File: src/rtl/code_entry_ctrl.sv
// Three-step safe code entry sequencer: BCD dial, step index, open/error/lockout timing.
// Latency: button pulse seen at edge N is reflected on registered outputs after edge N.
// No backpressure: single-cycle button pulses are consumed on the edge they arrive.
module code_entry_ctrl #(
    parameter int unsigned ERR_CYCLES  = 25_000_000,
    parameter int unsigned LOCK_CYCLES = 500_000_000,
    parameter int unsigned MAX_TRIES   = 3
) (
    input  logic       clk,
    input  logic       rst_n,
    input  logic       btn_up,
    input  logic       btn_down,
    input  logic       btn_enter,
    input  logic       eq,
    output logic [3:0] bcd0,
    output logic [3:0] bcd1,
    output logic [1:0] sel,
    output logic       unlocked,
    output logic       error,
    output logic       locked_out
);

    // Timer is sized for the longer (lockout) window and shared with the error window.
    localparam int unsigned TW = (LOCK_CYCLES > 1) ? $clog2(LOCK_CYCLES) : 1;
    localparam logic [TW-1:0] ERR_LOAD  = TW'(ERR_CYCLES - 1);
    localparam logic [TW-1:0] LOCK_LOAD = TW'(LOCK_CYCLES - 1);
    localparam logic [TW-1:0] T_ONE     = TW'(1);
    localparam logic [TW-1:0] T_ZERO    = '0;
    localparam logic [3:0]    MAX_T     = 4'(MAX_TRIES);

    typedef enum logic [1:0] {
        S_ENTRY = 2'd0,
        S_OPEN  = 2'd1,
        S_ERROR = 2'd2,
        S_LOCK  = 2'd3
    } state_t;

    state_t        state_q, state_d;
    logic [3:0]    bcd0_q, bcd0_d;
    logic [3:0]    bcd1_q, bcd1_d;
    logic [1:0]    sel_q, sel_d;
    logic [3:0]    fail_q, fail_d;
    logic [TW-1:0] timer_q, timer_d;

    logic [3:0]    up0, up1, dn0, dn1;
    logic [3:0]    fail_inc;

    // Incremented / decremented BCD dial values with carry, borrow and 99<->00 wrap.
    always_comb begin
        up0 = bcd0_q + 4'd1;
        up1 = bcd1_q;
        if (bcd0_q == 4'd9) begin
            up0 = 4'd0;
            up1 = (bcd1_q == 4'd9) ? 4'd0 : bcd1_q + 4'd1;
        end
        dn0 = bcd0_q - 4'd1;
        dn1 = bcd1_q;
        if (bcd0_q == 4'd0) begin
            dn0 = 4'd9;
            dn1 = (bcd1_q == 4'd0) ? 4'd9 : bcd1_q - 4'd1;
        end
    end

    assign fail_inc = fail_q + 4'd1;

    // Next-state logic: entry decisions on confirm, timed error/lockout windows.
    always_comb begin
        state_d = state_q;
        bcd0_d  = bcd0_q;
        bcd1_d  = bcd1_q;
        sel_d   = sel_q;
        fail_d  = fail_q;
        timer_d = timer_q;
        case (state_q)
            S_ENTRY: begin
                if (btn_enter) begin
                    // Confirm wins over any dial press in the same cycle.
                    bcd0_d = 4'd0;
                    bcd1_d = 4'd0;
                    sel_d  = 2'd0;
                    if (eq) begin
                        if (sel_q == 2'd2) begin
                            state_d = S_OPEN;
                            fail_d  = 4'd0;
                        end else begin
                            sel_d = sel_q + 2'd1;
                        end
                    end else begin
                        fail_d = fail_inc;
                        if (fail_inc == MAX_T) begin
                            state_d = S_LOCK;
                            timer_d = LOCK_LOAD;
                        end else begin
                            state_d = S_ERROR;
                            timer_d = ERR_LOAD;
                        end
                    end
                end else if (btn_up && !btn_down) begin
                    bcd0_d = up0;
                    bcd1_d = up1;
                end else if (btn_down && !btn_up) begin
                    bcd0_d = dn0;
                    bcd1_d = dn1;
                end
            end
            S_OPEN: begin
                if (btn_enter) begin
                    state_d = S_ENTRY;
                end
            end
            S_ERROR: begin
                // Failure history is kept so consecutive misses can escalate to lockout.
                if (timer_q == T_ZERO) begin
                    state_d = S_ENTRY;
                end else begin
                    timer_d = timer_q - T_ONE;
                end
            end
            S_LOCK: begin
                if (timer_q == T_ZERO) begin
                    state_d = S_ENTRY;
                    fail_d  = 4'd0;
                end else begin
                    timer_d = timer_q - T_ONE;
                end
            end
            default: begin
                state_d = S_ENTRY;
            end
        endcase
    end

    // State and datapath registers; reset returns to a clean entry with no failure history.
    always_ff @(posedge clk or negedge rst_n) begin
        if (!rst_n) begin
            state_q <= S_ENTRY;
            bcd0_q  <= 4'd0;
            bcd1_q  <= 4'd0;
            sel_q   <= 2'd0;
            fail_q  <= 4'd0;
            timer_q <= '0;
        end else begin
            state_q <= state_d;
            bcd0_q  <= bcd0_d;
            bcd1_q  <= bcd1_d;
            sel_q   <= sel_d;
            fail_q  <= fail_d;
            timer_q <= timer_d;
        end
    end

    assign bcd0       = bcd0_q;
    assign bcd1       = bcd1_q;
    assign sel        = sel_q;
    assign unlocked   = (state_q == S_OPEN);
    assign error      = (state_q == S_ERROR);
    assign locked_out = (state_q == S_LOCK);

endmodule

File: config.mk
export PLATFORM = sky130hd
export DESIGN_NAME = code_entry_ctrl
export DESIGN_NICKNAME = d
export VERILOG_FILES = /design/src/rtl/code_entry_ctrl.sv
export SDC_FILE = /design/constraint.sdc
export NUM_CORES = 1
export LEC_CHECK = 0
export BUFFER_PORTS_ARGS = -buffer_cell sky130_fd_sc_hd__clkbuf_2
export CAP_MARGIN = 30
export CORE_MARGIN = 5
export CORE_UTILIZATION = 55
export DETAILED_ROUTE_END_ITERATION = 12
export GPL_TIMING_DRIVEN = 0
export PLACE_DENSITY = 0.77
export SYNTH_ARGS = -nofsm -noshare
export SYNTH_HDL_FRONTEND = slang
export SYNTH_SLANG_ARGS = --single-unit
File: constraint.sdc
create_clock -name clk -period 2.37 [get_ports clk]
set_clock_uncertainty 0.15 [all_clocks]
set_input_delay 0.237 -clock clk [delete_from_list [all_inputs] [get_ports clk]]
set_output_delay 0.237 -clock clk [all_outputs]
set_load 0.02 [all_outputs]
Word-level counts from Yosys, hierarchy flattened
Cells that the tools add are included.
Widths: inputs -> output; s select.
{ "classes": {"add_sub_neg": 7, "n_mul": 0, "n_div": 0, "magnitude_cmp": 0, "n_eq_ne": 15, "shifts": 0, "muxes": 31, "bitwise": 0, "reduce_logical": 19} }
{ "ops": {"columns": ["op", "n"], "rows": [
  ["$mux 29", 4],
  ["$mux 4", 16],
  ["$pmux 29 s2", 1],
  ["$logic_not 29->1", 1],
  ["$sub 29x1->29 const B", 1],
  ["$reduce_and 4->1", 4],
  ["$mux 2", 7],
  ["$add 4x1->4 const B", 3],
  ["$eq 4x4->1 const B", 2],
  ["$logic_not 4->1", 2],
  ["$ne 2x2->1 const B", 4],
  ["$pmux 4 s2", 1],
  ["$sub 4x1->4 const B", 2],
  ["$eq 2x2->1 const B", 3],
  ["$ne 3x3->1 const B", 2],
  ["$pmux 2 s3", 1],
  ["$reduce_bool 3->1", 2],
  ["$eq 4x2->1 const B", 1],
  ["$ne 2x1->1 const B", 2],
  ["$reduce_and 2->1", 2],
  ["$reduce_bool 2->1", 2],
  ["$add 2x1->2 const B", 1],
  ["$eq 2x1->1 const B", 1],
  ["$logic_and 1x1->1", 2],
  ["other kinds (4)", 5]
]} }
{ "word_totals": {"register_bits": 45, "latch_bits": 0, "ramBits": 0, "romBits": 0, "out_inout_bits": 13, "elab_cells": 78, "memories": 0} }

Depth between registers and ports, before layout
{ "depth": {"depth_word": 6, "mapped_depth": 9, "depth_no_buf": 7} }

Worst setup path after synthesis
Ideal clock, no wire load.
{ "synth_path": {"path_type": "reg2reg", "from": "register timer_q[0]", "to": "register timer_q[26]", "setup_time_ps": 69, "arrival_ps": 2307, "slack_ps": -156, "stages_incl_launch_ff": 8, "n_path_buf": 0, "synth_period_minus_slack_ps": 2526, "path_cell_list": "dfrtp_1 inv_1 ha_1 nor3b_1 nand2_1 or4b_4 or4_1 nand3_1"} }
{ "synth_between": {"elab_chain_len": 3, "elab_cells_between_ends": 6} }
{ "synth_rtl": {"columns": ["item", "line", "rtl"], "rows": [
  ["from (decl)", "43", "logic [TW-1:0] timer_q, timer_d;"],
  ["from (signal assigned)", "148", "timer_q <= timer_d;"],
  ["$sub 29x1->29 or $logic_not 29->1 (tied branches)", null, null],
  ["$mux 29 or $ne 2x2->1 (tied branches)", null, null],
  ["$pmux 29 s2 or $reduce_and 4->1 (tied branches)", null, null]
]} }
Several ways; a longest one is shown, not always the timed one. The select of a mux whose other input is x is not followed.
A chain may end at the register's enable or synchronous reset.

Final worst setup path
{ "layout_path": {"from": "register timer_q[22]", "to": "register timer_q[26]"} }
The elaborated chain is that of the path after synthesis.

==> results.cfg <==
[run_status]
status = finished, violations left
violations = negative setup slack

[synthesis]
syn_nets = 347
yosys.area.top_type = dfrtp_1
synth_area_leaders = dfrtp_1 38%, ha_1 4.3%, nand2_1 3.6%
avgSynthCellArea_um2 = 8.86
synth_edf_count = 0
asyncSetResetFlopFracSynth_pct = 100
synth_ff_type = dfrtp_1
yosysSeqAreaShare_pct = 38.4
syn_inst = 331
synth.top_cell.area_share_pct = 38.4
synth-warning-count = 0
ys_ff_latch = 45
ys_types = 65
synth_area_um2 = 2930

[sta]
rsz0062_at_grt = yes
setup_viol = 2
max_slew_margin_pct = 66.5
fmaxAchievable_mhz = 410
fin_ws_ps = -71.4
worst_slew_pin_slew_ps = 502
hold_slack_ps = 102
final_max_slew_viol_count = 0
layout_min_cycle_time_ps = 2440
hold_viol = 0
fin_crit_sh_pct = 103

[cells_and_area]
antenna_cells = 0
layoutNonFillerInstCount = 445
final_util_pct = 68.8
layout_common_cells = 42 x dfrtp_1, 27 x nand2_1, 21 x nor2_1
mostFrequentLayoutCell = dfrtp_1
drive_above_1_share_pct = 21.3
fillers = 427
fin_nets = 390
areaGrowthSynthToFinish_pct = 20.6

[setup_path]
worstPathRequired_ps = 2460
arrival_ps = 2530
path_class = register to register
endpoint_kind = register
critical_path.max_fanout = 3
cp-start-kind = register

[clock_network]
cts_buffer_depth = 2
htree_levels = 2
cts_made_buffers = 5
cts.sink_count = 45
clk_pin_slew_ps = 80
insertion_delay_ps = 290
cts_root_buf = clkbuf_8
cts_tree = done

[power]
powerDensity_nw_per_um2 = 520
finalPower_mw = 1.84
swShare_pct = 28.6
cellLeakagePower_nw = 1.38
power_frac_seq_pct = 52.2
ir_drop_mv = 0.380
comb_power_share_pct = 14.7
switchingPower_mw = 0.527
p_int_mw = 1.31
clkPwrFrac_pct = 33.0

[global_routing]
grt_pass1_wl_um = 13000
grt_max_degree = 36
grt.overflow.total = 0
antenna_found_initial = 0
grt_pass1_vias = 2745
grt_util_all_layers_pct = 22.2

[routing]
viasPerCell = 6.54
drt_iter0_markers = 228
drt.antenna.violating_nets = 0
vias = 2909
dr.pass1.iters = 5
routedWlPerCell_um = 17.6
route.detailed.drc = 0
drt_wl_total_um = 7830

[placement]
place_congestion = 0.907
placedCellCount = 420
port-buffer-count = 18
pre_cts_ws_ps = -347
hpwl_um = 5300

[die]
row_count = 26
ios = 19
core-area_um2 = 5140
die_area_um2 = 6890
initial_utilization_pct = 57.1
die_x_um = 83.0
fp.dieH_um = 83.0

[min_path]
hold_path.class = input pin to register

[job]
maxCapViolCount = 0
[critical path, stage by stage (launching register included)]
cell and delay [ps]:
dfrtp_1 390, or3_1 380, or4_4 440, or4b_4 530
or4_1 410, nand3_1 80
[flip-flops by register name, summed over array words and instances, names as in the netlist]
register and cells:
timer_q 29, fail_q 4, sel 2, bcd0 4, state_q 2, bcd1 4
[power groups by stage]
stage | logic, mW | registers (mW) | clock network, mW
3_3_place_gp | 0.200 | 0.944 | 0
4_1_cts | 0.232 | 0.958 | 0.625
6_report | 0.271 | 0.960 | 0.607
2_1_floorplan | 0.146 | 0.931 | 0
3_5_place_dp | 0.214 | 0.949 | 0
5_1_grt | 0.309 | 0.973 | 0.647
[final timing paths]
| check | end | cells past startpoint | slack [ps] | start |
|---|---|---|---|---|
| max in group asynchronous | timer_q[8]$_DFFE_PN0P_ | 3 | 1350 | rst_n |
| worst min register to register | fail_q[2]$_DFFE_PN0P_ | 1 | 380 | fail_q[2]$_DFFE_PN0P_ |
| worst max register to register | timer_q[26]$_DFFE_PN0P_ | 5 | -70 | timer_q[22]$_DFFE_PN0P_ |
| worst max-delay path | timer_q[26]$_DFFE_PN0P_ | 5 | -70 | timer_q[22]$_DFFE_PN0P_ |
| min in group asynchronous | sel[1]$_DFFE_PN0P_ | 2 | 210 | rst_n |
| worst min-delay path | bcd1[0]$_DFFE_PN0P_ | 2 | 100 | btn_enter |
[layer usage]
layer / wire length, µm / share of wire, % / up-vias / global-route usage [%]
met5: 0 / 0 / - / 0
met4: 123 / 1.6 / 0 / 6.24
met3: 479 / 6.1 / 22 / 3.76
met2: 3850 / 49 / 122 / 37.5
met1: 3380 / 43 / 1403 / 29.4
li1: - / - / 1362 / -
[through the flow]
step | setup TNS (ps) | area [µm²]
6_report | -86.6 | 3540
5_1_grt | -336 | 3540
4_1_cts | -240 | 3400
3_5_place_dp | -5370 | 3140
3_3_place_gp | -4290 | 3120
2_1_floorplan | 0 | 2940
[cell usage after synthesis, types with 2 or more instances]
library cell and count:
a22o_1 5, ha_1 10, o21bai_1 2, o22ai_1 2, o2bb2ai_1 2, nand3b_1 2
clkbuf_1 16, a21oi_1 8, nand4_1 6, or4_1 13, o21ai_0 7, or2_2 2
inv_1 13, a21o_1 2, xnor2_1 3, mux2i_1 5, nand2_1 28, nor2_1 22
nor3_1 9, nor2b_1 4, and3_1 4, nand2b_1 7, nor4_2 2, o2bb2a_1 2
a31oi_1 9, a211oi_1 5, a32oi_1 2, o311ai_0 2, nor3b_1 3, dfrtp_1 45
o211ai_1 6, o21ai_1 10, o31ai_1 6, nor4_1 6, nand3_1 18, a22oi_1 3
o32ai_1 5, or3_1 5, a311oi_1 4
[cells by family after synthesis]
group	after synthesis	share of synthesized area (%)
muxes	6	2.09
adders and majority gates	10	4.27
and+or+nand+nor	141	27.0
xor gates and xnor gates	3	0.896
DFF	45	38.4
buffers and inverters	33	4.39
AOI/OAI and AO/OA	93	22.9
[repair_timing]
action | 4_1_cts | 5_1_grt
endpoints found under the setup margin | 30 | 30
pin swaps | 1 | 4
hold buffers | 1 | 0
setup buffers | 9 | 9
hold endpoints to repair | 10 | 0
resized for setup | 17 | 18
[cell type report]
| cell class | count | area (µm²) | area share [%] |
|---|---|---|---|
| multi-input combinational | 253 | 1810 | 51.3 |
| sequential | 45 | 1130 | 31.9 |
| timing repair buffer | 38 | 259 | 7.32 |
| tap | 70 | 87.6 | 2.48 |
| clock buffer | 7 | 86.3 | 2.44 |
| buffer | 16 | 73.8 | 2.09 |
| inverter | 15 | 56.3 | 1.59 |
| clock inverter | 1 | 30.0 | 0.849 |
Power figures use the tool's default switching activity.
